File: src/rtl/lb_wr_seq.sv
// Local-bus write sequencer: FIFO-buffered commands issued as one-cycle lb_write strobes, GAP idle cycles apart.
// Idle-to-strobe latency 2 cycles; cmd_ready is registered !full. Optional LB_WR_SEQ_COUNT_EN adds a saturating wr_count.
module lb_wr_seq #(
  parameter int FIFO_AW = 2,
  parameter int GAP     = 1
) (
  input  logic        lb_clk,
  input  logic        rst_n,
  input  logic        cmd_valid,
  output logic        cmd_ready,
  input  logic [14:0] cmd_addr,
  input  logic [31:0] cmd_data,
  input  logic        cmd_last,
  output logic [14:0] lb_addr,
  output logic [31:0] lb_data,
  output logic        lb_write,
  output logic        busy,
  output logic        done
`ifdef LB_WR_SEQ_COUNT_EN
  ,
  output logic [15:0] wr_count
`endif
);

  localparam int DEPTH = 1 << FIFO_AW;
  localparam logic [FIFO_AW:0] LP_FULL = {1'b1, {FIFO_AW{1'b0}}};
  localparam logic [3:0] LP_GAP = 4'(GAP);

  typedef struct packed {
    logic [14:0] addr;
    logic [31:0] data;
    logic        last;
  } ent_t;

  typedef enum logic {S_IDLE = 1'b0, S_GAP = 1'b1} state_t;

  ent_t               r_mem [DEPTH];
  logic [FIFO_AW-1:0] r_wptr;
  logic [FIFO_AW-1:0] r_rptr;
  logic [FIFO_AW:0]   r_fcnt;
  logic               r_rdy;
  state_t             r_state;
  logic [3:0]         r_gcnt;
  logic               r_lb_write;
  logic [14:0]        r_lb_addr;
  logic [31:0]        r_lb_data;
  logic               r_last;
  logic               r_done;

  logic               w_push;
  logic               w_pop;
  ent_t               w_head;
  logic [FIFO_AW:0]   w_fcnt_nxt;

  assign w_push     = cmd_valid & r_rdy;
  // The final GAP cycle may already launch the next entry, so lb_write stays low exactly GAP cycles.
  assign w_pop      = (r_fcnt != '0) && ((r_state == S_IDLE) || (r_gcnt == 4'd0));
  assign w_head     = r_mem[r_rptr];
  assign w_fcnt_nxt = r_fcnt + (FIFO_AW+1)'(w_push) - (FIFO_AW+1)'(w_pop);

  always_ff @(posedge lb_clk) begin
    if (w_push) r_mem[r_wptr] <= {cmd_addr, cmd_data, cmd_last};
  end

  always_ff @(posedge lb_clk or negedge rst_n) begin
    if (!rst_n) begin
      r_wptr <= '0;
      r_rptr <= '0;
      r_fcnt <= '0;
      r_rdy  <= 1'b0;
    end else begin
      if (w_push) r_wptr <= r_wptr + FIFO_AW'(1);
      if (w_pop)  r_rptr <= r_rptr + FIFO_AW'(1);
      r_fcnt <= w_fcnt_nxt;
      r_rdy  <= (w_fcnt_nxt != LP_FULL);
    end
  end

  always_ff @(posedge lb_clk or negedge rst_n) begin
    if (!rst_n) begin
      r_state    <= S_IDLE;
      r_gcnt     <= 4'd0;
      r_lb_write <= 1'b0;
      r_lb_addr  <= 15'd0;
      r_lb_data  <= 32'd0;
      r_last     <= 1'b0;
      r_done     <= 1'b0;
    end else begin
      r_lb_write <= w_pop;
      r_done     <= r_lb_write & r_last;
      if (w_pop) begin
        r_lb_addr <= w_head.addr;
        r_lb_data <= w_head.data;
        r_last    <= w_head.last;
      end
      case (r_state)
        S_IDLE: begin
          if (w_pop && (GAP != 0)) begin
            r_state <= S_GAP;
            r_gcnt  <= LP_GAP;
          end
        end
        S_GAP: begin
          if (r_gcnt == 4'd0) begin
            if (w_pop) r_gcnt  <= LP_GAP;
            else       r_state <= S_IDLE;
          end else begin
            r_gcnt <= r_gcnt - 4'd1;
          end
        end
      endcase
    end
  end

  assign cmd_ready = r_rdy;
  assign lb_addr   = r_lb_addr;
  assign lb_data   = r_lb_data;
  assign lb_write  = r_lb_write;
  assign done      = r_done;
  assign busy      = (r_fcnt != '0) | (r_state == S_GAP) | r_lb_write | r_done;

`ifdef LB_WR_SEQ_COUNT_EN
  logic [15:0] r_wr_count;

  always_ff @(posedge lb_clk or negedge rst_n) begin
    if (!rst_n)                                   r_wr_count <= 16'd0;
    else if (r_lb_write && r_wr_count != 16'hFFFF) r_wr_count <= r_wr_count + 16'd1;
  end

  assign wr_count = r_wr_count;
`endif

endmodule

File: config.mk
export PLATFORM = sky130hd
export DESIGN_NAME = lb_wr_seq
export DESIGN_NICKNAME = d
export VERILOG_FILES = /design/src/rtl/lb_wr_seq.sv
export SDC_FILE = /design/constraint.sdc
export NUM_CORES = 1
export LEC_CHECK = 0
export ABC_AREA = 1
export CORE_ASPECT_RATIO = 1.75
export CORE_MARGIN = 2
export CORE_UTILIZATION = 50
export CTS_CLUSTER_SIZE = 16
export DETAILED_ROUTE_END_ITERATION = 6
export PLACE_DENSITY = 0.74
export SETUP_SLACK_MARGIN = 0.15
export SYNTH_ARGS = -nofsm -noshare
export SYNTH_HDL_FRONTEND = slang
export SYNTH_SLANG_ARGS = --single-unit
export TNS_END_PERCENT = 1
File: constraint.sdc
create_clock -name lb_clk -period 3.1 [get_ports lb_clk]
set_input_delay 0.62 -clock lb_clk [delete_from_list [all_inputs] [get_ports lb_clk]]
set_output_delay 0.62 -clock lb_clk [all_outputs]
set_load 0.005 [all_outputs]
======== Yosys cells after proc, flatten, opt, wreduce, memory -nomap -nowiden ========
Memory sizes are Yosys's and may differ from the RTL's. A register that Yosys moved wholly into a read port is not among the register bits.
Index checks and enable logic that the tools add are counted.
storage, ports and cells
  flip-flop bits (word level) ............. 15
  bits in writable memories ............... 192
  bits of input ports ..................... 51
  output and inout bits ................... 51
  word-level logic and storage cells ...... 34
  memories ................................ 1
memory list
  memory  words  bits a word  read ports  clocked after memory_dff  wr ports  line  RTL
  r_mem   4      48           1           1                         1         37    ent_t r_mem [DEPTH];
cells by class
  $add $sub $neg .......................... 5
  eq/ne operators ......................... 1
  multiplexer cells ....................... 8
  bitwise operators ....................... 6
  reductions and logical operators ........ 5
operator list
  cell                   count
  $mux W4                2
  $pmux W4 S2            1
  $add A2 B1 Y2 const B  2
  $logic_not A4 Y1       1
  $mux W1                4
  $sub A4 B1 Y4 const B  1
  $add A3 B1 Y3          1
  $ne A3 B3 Y1 const B   1
  $or A1 B1 Y1           3
  $reduce_bool A3 Y1     1
  $sub A3 B1 Y3          1
  $and A1 B1 Y1          2
  $pmux W1 S2            1
  $logic_and A1 B1 Y1    1
  $logic_not A1 Y1       1
  $logic_or A1 B1 Y1     1
  $not A1 Y1             1

======== Longest topological paths before layout ========
  depth after elaboration ................. 6
  gate-level depth with buffers ........... 11
  mapped depth without buffers ............ 10

======== Worst setup path before layout ========
OpenSTA, ideal clock, no wires.
  path type ............................... input -> register
  start ................................... input cmd_valid
  end ..................................... memory r_mem[0][0] in the netlist's numbering (enable)
  setup time .............................. 0.454 ns
  data arrival time ....................... 2.817 ns
  data required time ...................... 2.646 ns
  slack ................................... -0.171 ns
  cell stages on the path ................. 2
  buffers on the path ..................... 0
  cells stage by stage .................... nand2_1 > nor2_1
on the way
  longest elaborated chain between the ends .. 3
ends and longest elaborated chain
  element                        line  RTL
  start, declared                9     input logic cmd_valid,
  $and A1 B1 Y1                  55    assign w_push = cmd_valid & r_rdy;
  $mux W1                        62    if (w_push) r_mem[r_wptr] <= {cmd_addr, cmd_data, cmd_last};
  $mux W1 (implied by the code)  62
  end, declared                  37
Every way passes these cells.

======== Worst setup path after layout ========
  start ................................... register r_fcnt[0]
  end ..................................... output busy
on the way
  longest elaborated chain between the ends .. 4
ends and longest elaborated chain
  element                     line  RTL
  start, declared             40    logic [FIFO_AW:0] r_fcnt;
  start signal, assigned      74    r_fcnt <= w_fcnt_nxt;
  $reduce_bool A3 Y1          120   assign busy = (r_fcnt != '0) | (r_state == S_GAP) | r_lb_write | r_done;
  $or A1 B1 Y1 (3 in series)  120
  end, declared               17    output logic busy,
Every way passes these cells.

==> flow_summary.yaml <==
clock_network:
  clock_sinks: 255
  cts_root_buffer: "clkbuf_16"
  clock_path_buffers: 3
  cts_tree: "done"
  holdBufCountCts: 0
  post_cts_resized: 0
  clk_latency_ns: 0.51
  clkTransAtPathRegs_ns: 0.06
  cts_buffers: 23
  h-tree-depth: 1
  post_cts_buffers: 0
grt:
  grt_max_degree: 99
  grtUsageTotal_pct: 18.98
  antenna_found_initial: 1
  grt_pass1_vias: 6805
  grt_pass1_wl_um: 33330
  grt_remaining_overflow: 0
route:
  drcViolationCount: 0
  drtIter0Drc: 495
  routed_via_density: 4.906
  drt.antenna.violating_nets: 0
  wl_um: 21060
  num_vias: 6903
  routedWlPerCell_um: 14.97
  firstDrtPassIters: 5
setup_path:
  rr_endpoint: "cmd_ready"
  crit_path_max_fanout: 3
  required_ns: 2.48
  r2r-start: "r_fcnt[1]"
  crit_slowest_cell: "clkdlybuf4s50_1"
  crit_chain: "nor2_1, nand2_1, nor2_1, nand2_1, clkdlybuf4s50_1"
  crit_type: "flip-flop to output pin"
  ff2ff_setup_slack_ns: 1.00
  critPathMaxStageDelay_ns: 0.44
  arrival_ns: 1.83
  reg2reg_depth: 10
  setup.worst_path.end_class: "output pin"
  start_kind: "flip-flop"
yosys:
  ys_ff_latch: 255
  synth.most_common_cell: "nand2_1"
  avgSynthCellArea_um2: 10.20
  synth_area_leaders: "edfxtp_1, dfrtp_1, nand2_1, inv_1, nand3_1"
  seq_area_frac_synth_pct: 69.15
  synthArstFlopShare_pct: 24.71
  yosys.area.top_type: "edfxtp_1"
  syn_area_um2: 10620
  syn_inst: 1041
  synth_top_area_share_pct: 54.30
  synth-edff-count: 192
  synth_common_cells: "nand2_1, inv_1, edfxtp_1, nand3_1, dfrtp_1"
  yosysWarnings: 0
  syn-num-nets: 1100
  synth_cell_type_count: 21
  synth_flop_cell: "edfxtp_1"
floorplan:
  io_pins: 102
  start_util_pct: 50.94
  core-area_um2: 20850
  die_w_um: 114.2
  row_count: 70
  die_y_um: 196.8
  die-area_um2: 22460
place:
  placed_cell_area_um2: 11860
  hpwl_um: 11860
  numPortBuffers: 101
  dp_cells: 1365
  place_congestion: 0.7494
sta:
  max_freq_mhz: 408.9
  max-slew-margin-rel_pct: 25.71
  slew_violations: 0
  setup_tns_ns: 0
  grt_setup_unrepaired: "false"
  setup_viol: 0
  min_period_ns: 2.446
  hold_viol_final: 0
  timing.final.crit_share_pct: 78.89
  skew_ns: 0.01559
  worst_pin_slew_ns: 1.110
  whs_ns: 0.2353
hold_path:
  hold_path_class: "primary input to asynchronous set/reset pin"
cells_and_area:
  layout-drive-gt1-share_pct: 5.199
  fin_nets: 1197
  fin_cells: 1407
  final_cell_area_um2: 12620
  syn_to_final_growth_pct: 18.90
power:
  leakagePower_nw: 5.831
  peakVddDrop_uv: 542.9
  power.density_nw_per_um2: 921.1
flow_run:
  cap_violations: 0
status:
  outcome: "finished clean"
-- sequential cells by signal (all words and copies together), names as in the netlist --
register / cells
r_fcnt: 3
done: 1
lb_addr: 15
cmd_ready: 1
r_rptr: 2
r_mem: 192
lb_write: 1
r_last: 1
r_state: 1
r_wptr: 2
lb_data: 32
r_gcnt: 4
-- area by class of cell --
class / instances / area, um2
Fill cell: 1633 / 8220
Sequential cell: 255 / 7347
Multi-Input combinational cell: 536 / 2292
Timing Repair Buffer: 114 / 1119
Inverter: 208 / 782.0
Clock buffer: 29 / 608.1
Tap cell: 252 / 315.3
Clock inverter: 12 / 158.9
Antenna cell: 1 / 2.502
-- report_power, final --
group / total, mW / switching [mW] / internal [mW]
Clock: 2.89 / 1.17 / 1.72
Sequential: 4.92 / 0.324 / 4.60
Combinational: 3.81 / 2.36 / 1.46
Total: 11.6 / 3.85 / 7.78
-- placed cells by master (no fill, tap or decap), types with 4 or more instances in the layout --
master and instances:
edfxtp_1 192, clkbuf_1 5, clkinv_2 5, buf_4 13, ha_1 7, inv_1 206
nand2_1 404, nand3_1 99, clkdlybuf4s50_1 100, nor2_4 4, dfrtp_1 61, bufinv_16 4
nor2_1 7, clkbuf_16 23
-- worst max-delay path by stage --
stage                         start     endpoint  slack (ns)
after detailed placement  cmd_valid    cmd_ready        0.63
after global placement    cmd_valid    cmd_ready        0.70
after floorplan           cmd_valid  r_mem[0][0]       -0.17
after global routing      r_fcnt[1]         busy        0.54
final                     r_fcnt[0]         busy        0.65
after CTS                 r_fcnt[0]         busy        0.62
-- critical path, delay by kind of cell, from the launching register on --
family                 cells  cell delay [ns]
buffers and inverters      1             0.44
flip-flops                 1             0.41
AND/OR/NAND/NOR            4             0.46
-- per-stage QoR --
step	total power, mW	util, %	setup WS [ns]
final	11.63	60.56	0.6544
after detailed placement	8.820	56.87	0.6255
after global routing	12.38	60.56	0.5400
after global placement	8.698	56.87	0.6980
after CTS	11.74	60.55	0.6175
after floorplan	7.397	-	-0.1706
-- logic make-up after synthesis --
kind of cell | synth area share (%)
AOI/OAI and AO/OA | 0.3888
xor gates and xnor gates | 0.3300
adders and majority gates | 1.013
buffers and inverters | 9.545
DFF | 69.15
and+or+nand+nor | 19.57
-- per-layer routing --
layer | wire length [um] | GRT usage (%) | vias to the layer above
met2 | 11270 | 34.81 | 190
met1 | 8169 | 22.43 | 3270
li1 | - | - | 3404
met3 | 936 | 1.999 | 39
met5 | 0 | 0 | -
met4 | 682 | 7.814 | 0
Power figures use the tool's default switching activity.
